### src/rtl/sseg_pkg.sv
// Shared types and constants for the multiplexed seven-segment display stage.
package sseg_pkg;

  localparam int NUM_DIGITS = 4;
  localparam int DIGIT_W    = $clog2(NUM_DIGITS);

  typedef logic [7:0] sseg_t;

  localparam sseg_t SSEG_BLANK = 8'hFF;

  // Inputs frozen for one refresh frame so digits never mix old and new counts
  typedef struct packed {
    logic [7:0] hi;
    logic [7:0] lo;
    logic [3:0] dp;
    logic       blank_lz;
  } snap_t;

endpackage

### src/rtl/hex_to_sseg.sv
// Combinational hex nibble to active-low seven-segment decoder, segments {g,f,e,d,c,b,a}.
module hex_to_sseg (
  input  logic [3:0] i_hex,
  output logic [6:0] o_seg
);

  always_comb begin
    o_seg = 7'h7F;
    case (i_hex)
      4'h0: o_seg = 7'h40;
      4'h1: o_seg = 7'h79;
      4'h2: o_seg = 7'h24;
      4'h3: o_seg = 7'h30;
      4'h4: o_seg = 7'h19;
      4'h5: o_seg = 7'h12;
      4'h6: o_seg = 7'h02;
      4'h7: o_seg = 7'h78;
      4'h8: o_seg = 7'h00;
      4'h9: o_seg = 7'h10;
      4'hA: o_seg = 7'h08;
      4'hB: o_seg = 7'h03;
      4'hC: o_seg = 7'h46;
      4'hD: o_seg = 7'h21;
      4'hE: o_seg = 7'h06;
      4'hF: o_seg = 7'h0E;
      default: o_seg = 7'h7F;
    endcase
  end

endmodule

### src/rtl/sseg_count_display.sv
// Renders two 8-bit edge counts as four hex digits on a time-multiplexed,
// active-low seven-segment display with per-frame input snapshots.
module sseg_count_display
  import sseg_pkg::*;
#(
  parameter int N_REFRESH = 18
) (
  input  logic                  i_clk,
  input  logic                  i_rst,
  input  logic [7:0]            i_hex_hi,
  input  logic [7:0]            i_hex_lo,
  input  logic [3:0]            i_dp,
  input  logic                  i_blank_lz,
  output logic [NUM_DIGITS-1:0] o_an,
  output sseg_t                 o_sseg,
  output logic                  o_frame_tick
);

  logic [N_REFRESH-1:0] r_refresh;
  snap_t                r_snap;
  logic [DIGIT_W-1:0]   digit;
  logic [3:0]           nibble;
  logic [6:0]           seg_dec;
  logic                 blank;
  logic                 frame_end;
  logic                 frame_start;

  assign digit       = r_refresh[N_REFRESH-1 -: DIGIT_W];
  assign frame_end   = &r_refresh;
  assign frame_start = (r_refresh == '0);

  always_ff @(posedge i_clk) begin
    if (i_rst) begin
      r_refresh <= '0;
      r_snap    <= '0;
    end else begin
      r_refresh <= r_refresh + N_REFRESH'(1);
      if (frame_end)
        r_snap <= {i_hex_hi, i_hex_lo, i_dp, i_blank_lz};
    end
  end

  always_comb begin
    nibble = 4'h0;
    case (digit)
      2'd3: nibble = r_snap.hi[7:4];
      2'd2: nibble = r_snap.hi[3:0];
      2'd1: nibble = r_snap.lo[7:4];
      2'd0: nibble = r_snap.lo[3:0];
      default: nibble = 4'h0;
    endcase
  end

  hex_to_sseg u_hex_to_sseg (
    .i_hex (nibble),
    .o_seg (seg_dec)
  );

  // Only the upper nibble of each byte (odd digits) may be blanked, so 0 shows as " 0"
  assign blank = r_snap.blank_lz && digit[0] && (nibble == 4'h0);

  always_ff @(posedge i_clk) begin
    if (i_rst) begin
      o_an         <= '1;
      o_sseg       <= SSEG_BLANK;
      o_frame_tick <= 1'b0;
    end else begin
      o_an         <= ~(NUM_DIGITS'(1) << digit);
      o_sseg       <= {~r_snap.dp[digit], (blank ? 7'h7F : seg_dec)};
      o_frame_tick <= frame_start;
    end
  end

endmodule

### config.mk
export PLATFORM = sky130hd
export DESIGN_NAME = sseg_count_display
export DESIGN_NICKNAME = d
export VERILOG_FILES = /design/src/rtl/sseg_pkg.sv /design/src/rtl/hex_to_sseg.sv /design/src/rtl/sseg_count_display.sv
export SDC_FILE = /design/constraint.sdc
export NUM_CORES = 1
export LEC_CHECK = 0
export CAP_MARGIN = 20
export CORE_MARGIN = 8
export CORE_UTILIZATION = 25
export CTS_BUF_LIST = sky130_fd_sc_hd__clkbuf_8
export DETAILED_ROUTE_END_ITERATION = 6
export GPL_TIMING_DRIVEN = 0
export PLACE_DENSITY = 0.39
export SYNTH_ARGS = -nofsm -noshare
export SYNTH_HDL_FRONTEND = slang
export SYNTH_SLANG_ARGS = --single-unit
### constraint.sdc
create_clock -name i_clk -period 2.65 [get_ports i_clk]
set_input_delay 0.6625 -clock i_clk [delete_from_list [all_inputs] [get_ports i_clk]]
set_output_delay 0.6625 -clock i_clk [all_outputs]
set_load 0.05 [all_outputs]
### Yosys cells after proc, flatten, opt, wreduce, memory -nomap -nowiden

Memories as Yosys holds them, arrays and structs flattened. A register that Yosys moved wholly into a read port is not among the register bits.
Index checks and enable logic that the tools add are counted.
W data, S select, Z words.

* register bits: 45
* bits in read-only memories: 112
* output and inout bits: 13
* word-level logic and storage cells: 27
* memories kept: 1

* add/subtract/negate cells: 1
* $lt $le $gt $ge: 1
* equality and inequality tests: 3
* shift operators: 1
* multiplexer cells: 3
* bitwise logic cells: 2
* reductions and logical operators: 7

Memory list
* (no name shown): depth 16, width 7, read ports 1, clocked after Yosys merged registers in 1, write ports 0, line hex_to_sseg.sv:9 `case (i_hex)`

Operators with widths (count)
* $add A18 B1 Y18 const B: 1
* $logic_not A18 Y1: 1
* $reduce_and A18 Y1: 1
* $pmux W4 S4: 1
* $eq A2 B2 Y1 const B: 2
* $logic_not A4 Y1: 1
* $not A4 Y4: 1
* $shl A1 B2 Y4 const A: 1
* $lt A2 B3 Y1 const B: 1
* $bmux W1 S2: 1
* $eq A2 B1 Y1 const B: 1
* $logic_and A1 B1 Y1: 2
* $logic_not A2 Y1: 1
* $reduce_or A2 Y1: 1
* $mux W1: 1
* $not A1 Y1: 1

### Logic depth before layout (Yosys ltp)

* depth in word-level cells: 5
* gate-level depth with buffers: 8
* gate-level depth less buffers: 7

### By module

Synthesis repeated with hierarchy kept, for this count alone.

* cell total of the unflattened synthesis: 261
* area, all modules: 2575.0 um^2

Modules (own cells, without submodules)
* sseg_count_display: times used 1, cells an instance 228, area each 2301.0 um^2, sequential area each 1041.0 um^2
* hex_to_sseg: times used 1, cells an instance 33, area each 274.0 um^2, sequential area each 0.0 um^2

### Worst setup path before layout

OpenSTA, ideal clock, no wires.

* path kind: register to register
* start point: register r_refresh[16]
* end point: register o_sseg[3]
* arrival: 1754 ps
* setup slack: 767 ps
* cell stages (with the launch flop): 7
* path buffers: 1
* clock period less this slack: 1883 ps
* path through: dfxtp_1 > buf_6 > mux4_2 > ha_1 > mux2_1 > mux2i_1 > nand2_1

* word-level cells in the longest chain between the ends: 5

RTL lines
* start: declaration: line sseg_count_display.sv:19 `logic [N_REFRESH-1:0] r_refresh;`
* start signal: assignment: line sseg_count_display.sv:37 `r_refresh <= r_refresh + N_REFRESH'(1);`
* $eq A2 B1 Y1 (tied with other cells): line sseg_count_display.sv:45 `case (digit)`
* $pmux W4 S4: line sseg_count_display.sv:45
* $logic_not A4 Y1: line sseg_count_display.sv:60 `assign blank = r_snap.blank_lz && digit[0] && (nibble == 4'h0);`
* $logic_and A1 B1 Y1: line sseg_count_display.sv:60
* $reduce_or A2 Y1 (no source line)
* end: declaration: line sseg_count_display.sv:15 `output sseg_t o_sseg,`

Several ways; a longest one is shown, not always the timed one.
A chain may end at the register's enable or synchronous reset.

### Worst setup path after layout

* start point: register r_refresh[17]
* end point: register o_sseg[5]

* word-level cells in the longest chain between the ends: 5

RTL lines (line)
* $eq A2 B1 Y1 (tied with other cells): sseg_count_display.sv:45
* $pmux W4 S4 *: sseg_count_display.sv:45
* $logic_not A4 Y1: sseg_count_display.sv:60
* $logic_and A1 B1 Y1: sseg_count_display.sv:60
* $reduce_or A2 Y1 (no source line)

Mark *: on every way between the ends. The rest lies on a longest branch, timed or not.

==> impl_metrics.json <==
{
  "syn_inst": 254,
  "portBuffers": 34,
  "hpwl_mm": 4.274,
  "cp.arrival_ns": 2.41,
  "drc": 0,
  "grt_pass1_wl_mm": 9.680,
  "cts_tree": "done",
  "cp-end-kind": "flip-flop",
  "grt_max_degree": 15,
  "synth_edf_count": 0,
  "antenna_found_initial": 0,
  "timing.rr.start": "r_refresh[17]$_SDFF_PP0_",
  "fin_skew_ns": 0.006620,
  "post_cts_buffers": 0,
  "areaGrowthSynthToFinish_pct": 23.49,
  "cts-root-buf": "clkbuf_8",
  "powerDensity_nw_per_um2": 442.6,
  "leakagePower_nw": 1.130,
  "grtUsageMet1_pct": 11.44,
  "start_kind": "flip-flop",
  "fill_cells": 1072,
  "final_area_um2": 3191,
  "worstSetupEndpoint": "o_sseg[5]$_SDFF_PP1_",
  "grt_overflow_total": 0,
  "fin_setup_tns_ns": 0,
  "drive_above_1_share_pct": 8.814,
  "synthArstFlopShare_pct": 0,
  "clk_latency_ns": 0.30,
  "pre_cts_ws_ns": 0.3406,
  "wl_per_cell_um": 13.22,
  "cp-startpoint": "r_refresh[17]$_SDFF_PP0_",
  "drv_slew": 0,
  "finalCritPeriodShare_pct": 84.28,
  "die_y_um": 117.7,
  "dr.first_iter.drc_count": 73,
  "rr_endpoint": "o_sseg[5]$_SDFF_PP1_",
  "gr-usage-met3_pct": 2.446,
  "rsz0062_at_grt": "false",
  "min_period_ns": 2.233,
  "max-vdd-ir-drop_mv": 0.2302,
  "start_util_pct": 25.37,
  "synth-seq-area-share_pct": 40.29,
  "syn-cell-area_um2": 2584,
  "wl_mm": 5.698,
  "yosys.area.top_type": "dfxtp_1",
  "crit_required_ns": 2.83,
  "cts_resized": 0,
  "clockBufferDepth": 2,
  "postRouteAntennaNets": 0,
  "regToRegSetupSlack_ns": 0.42,
  "grt_pass1_vias": 1842,
  "grt.met2_usage_pct": 12.54,
  "path_clk_slew_ns": 0.09,
  "cts.htree.levels": 2,
  "place_congestion": 0.7432,
  "hold_buffers": 0,
  "fmax_ghz": 0.4477,
  "place_area_um2": 3094,
  "num_rows": 37,
  "status": "finished clean",
  "pin_count": 36,
  "layout_common_cells": "dfxtp_1, clkdlybuf4s50_1, nand2b_1, mux2i_1, or2b_1",
  "synth_seq_cells": 52,
  "core-area_um2": 10180,
  "yosys_warnings": 0,
  "relSlewSlack_pct": 60.84,
  "cts_buffers": 5,
  "die_w_um": 117.7,
  "avgSynthCellArea_um2": 10.17,
  "antennaDiodeCount": 0,
  "syn-num-nets": 283,
  "hold_violations": 0,
  "netlist.area_leader.share_pct": 40.29,
  "num_vias": 1827,
  "critPathMaxFanout": 10,
  "dr.pass1.iters": 4,
  "fin_ws_ns": 0.4165,
  "via_per_inst": 4.239,
  "crit_type": "flip-flop to flip-flop",
  "hold_path.class": "flip-flop to flip-flop",
  "dieArea_um2": 13840,
  "reg2reg_depth": 6,
  "cts.sinks": 52,
  "final_common_cell": "dfxtp_1",
  "layout.nets": 324,
  "finalSetupViolCount": 0,
  "tightest_slew_ns": 0.5874,
  "grt_usage_pct": 8.490,
  "ys_top_cells_by_area": "dfxtp_1, mux2i_1, nand2b_1",
  "busiest_layer": "met2",
  "ys_types": 41,
  "maxCapViolCount": 0,
  "synth_ff_type": "dfxtp_1"
}
## layout make-up
class / count / area [µm²] / share of cell area, %
Timing Repair Buffer: 34 / 340.3 / 10.67
Buffer: 14 / 102.6 / 3.216
Clock buffer: 7 / 96.34 / 3.020
Inverter: 7 / 26.28 / 0.8235
Sequential cell: 52 / 1041 / 32.63
Tap cell: 136 / 170.2 / 5.333
Multi-Input combinational cell: 181 / 1414 / 44.31
## worst min-delay path by stage
stage | from | end | slack (ns) | cells past startpoint
after global routing | r_snap[13]$_SDFFE_PP0P_ | r_snap[13]$_SDFFE_PP0P_ | 0.50 | 2
after CTS | r_snap[13]$_SDFFE_PP0P_ | r_snap[13]$_SDFFE_PP0P_ | 0.48 | 2
after detailed placement | r_snap[13]$_SDFFE_PP0P_ | r_snap[13]$_SDFFE_PP0P_ | 0.47 | 2
after global placement | r_snap[13]$_SDFFE_PP0P_ | r_snap[13]$_SDFFE_PP0P_ | 0.47 | 2
after floorplan | r_snap[13]$_SDFFE_PP0P_ | r_snap[13]$_SDFFE_PP0P_ | 0.45 | 2
final | r_snap[13]$_SDFFE_PP0P_ | r_snap[13]$_SDFFE_PP0P_ | 0.48 | 2
## per-layer routing
metal / vias up / share of wire (%)
li1: 945 / -
met1: 848 / 51
met2: 28 / 43
met3: 6 / 4.4
met4: 0 / 1.6
met5: - / 0
## state kept, by name (all words and copies together), names as in the netlist
| register | count |
|---|---|
| r_refresh | 18 |
| o_an | 4 |
| o_frame_tick | 1 |
| o_sseg | 8 |
| r_snap | 21 |
## stage by stage
step	hold slack (ns)	utilization (%)	power [mW]	instances
floorplan	0.4455	-	0.8811	254
global placement	0.4720	30.38	0.9447	424
detailed placement	0.4658	30.38	0.9437	424
CTS	0.4845	31.33	1.444	431
global route	0.5049	31.33	1.485	431
finish	0.4829	31.33	1.412	431
## worst max-delay path, cell delays in order (launching register included)
cell and delay, ns:
dfxtp_1 0.36, clkbuf_1 0.47, mux4_2 0.39, inv_1 0.10, ha_1 0.27, a41oi_2 0.37, o211ai_1 0.14
## kinds of logic (layout without fill, tap and decap cells)
family | count (synthesis) | in the layout | synth area share (%)
DFF | 52 | 52 | 40.29
muxes | 34 | 34 | 16.32
AOI/OAI and AO/OA | 14 | 14 | 4.020
adders and majority gates | 6 | 6 | 2.905
and+or+nand+nor | 112 | 112 | 26.39
xor gates and xnor gates | 15 | 15 | 5.085
buffers and inverters | 21 | 62 | 4.988
## synth_stat cells (all sizes together) (7+ instances only)
cell type / n
nand2: 13
buf: 7
inv: 7
xor2: 7
nand3: 8
xnor2: 8
nand2b: 25
nor2: 19
or2b: 20
clkbuf: 7
mux2i: 23
dfxtp: 52
## power by group
part	switching [mW]	internal [mW]	leakage [nW]
Combinational	0.0634	0.0593	0.658
Sequential	0.00828	0.792	0.422
Clock	0.256	0.233	0.0503
Note: power is estimated with default switching activity, not from simulation.
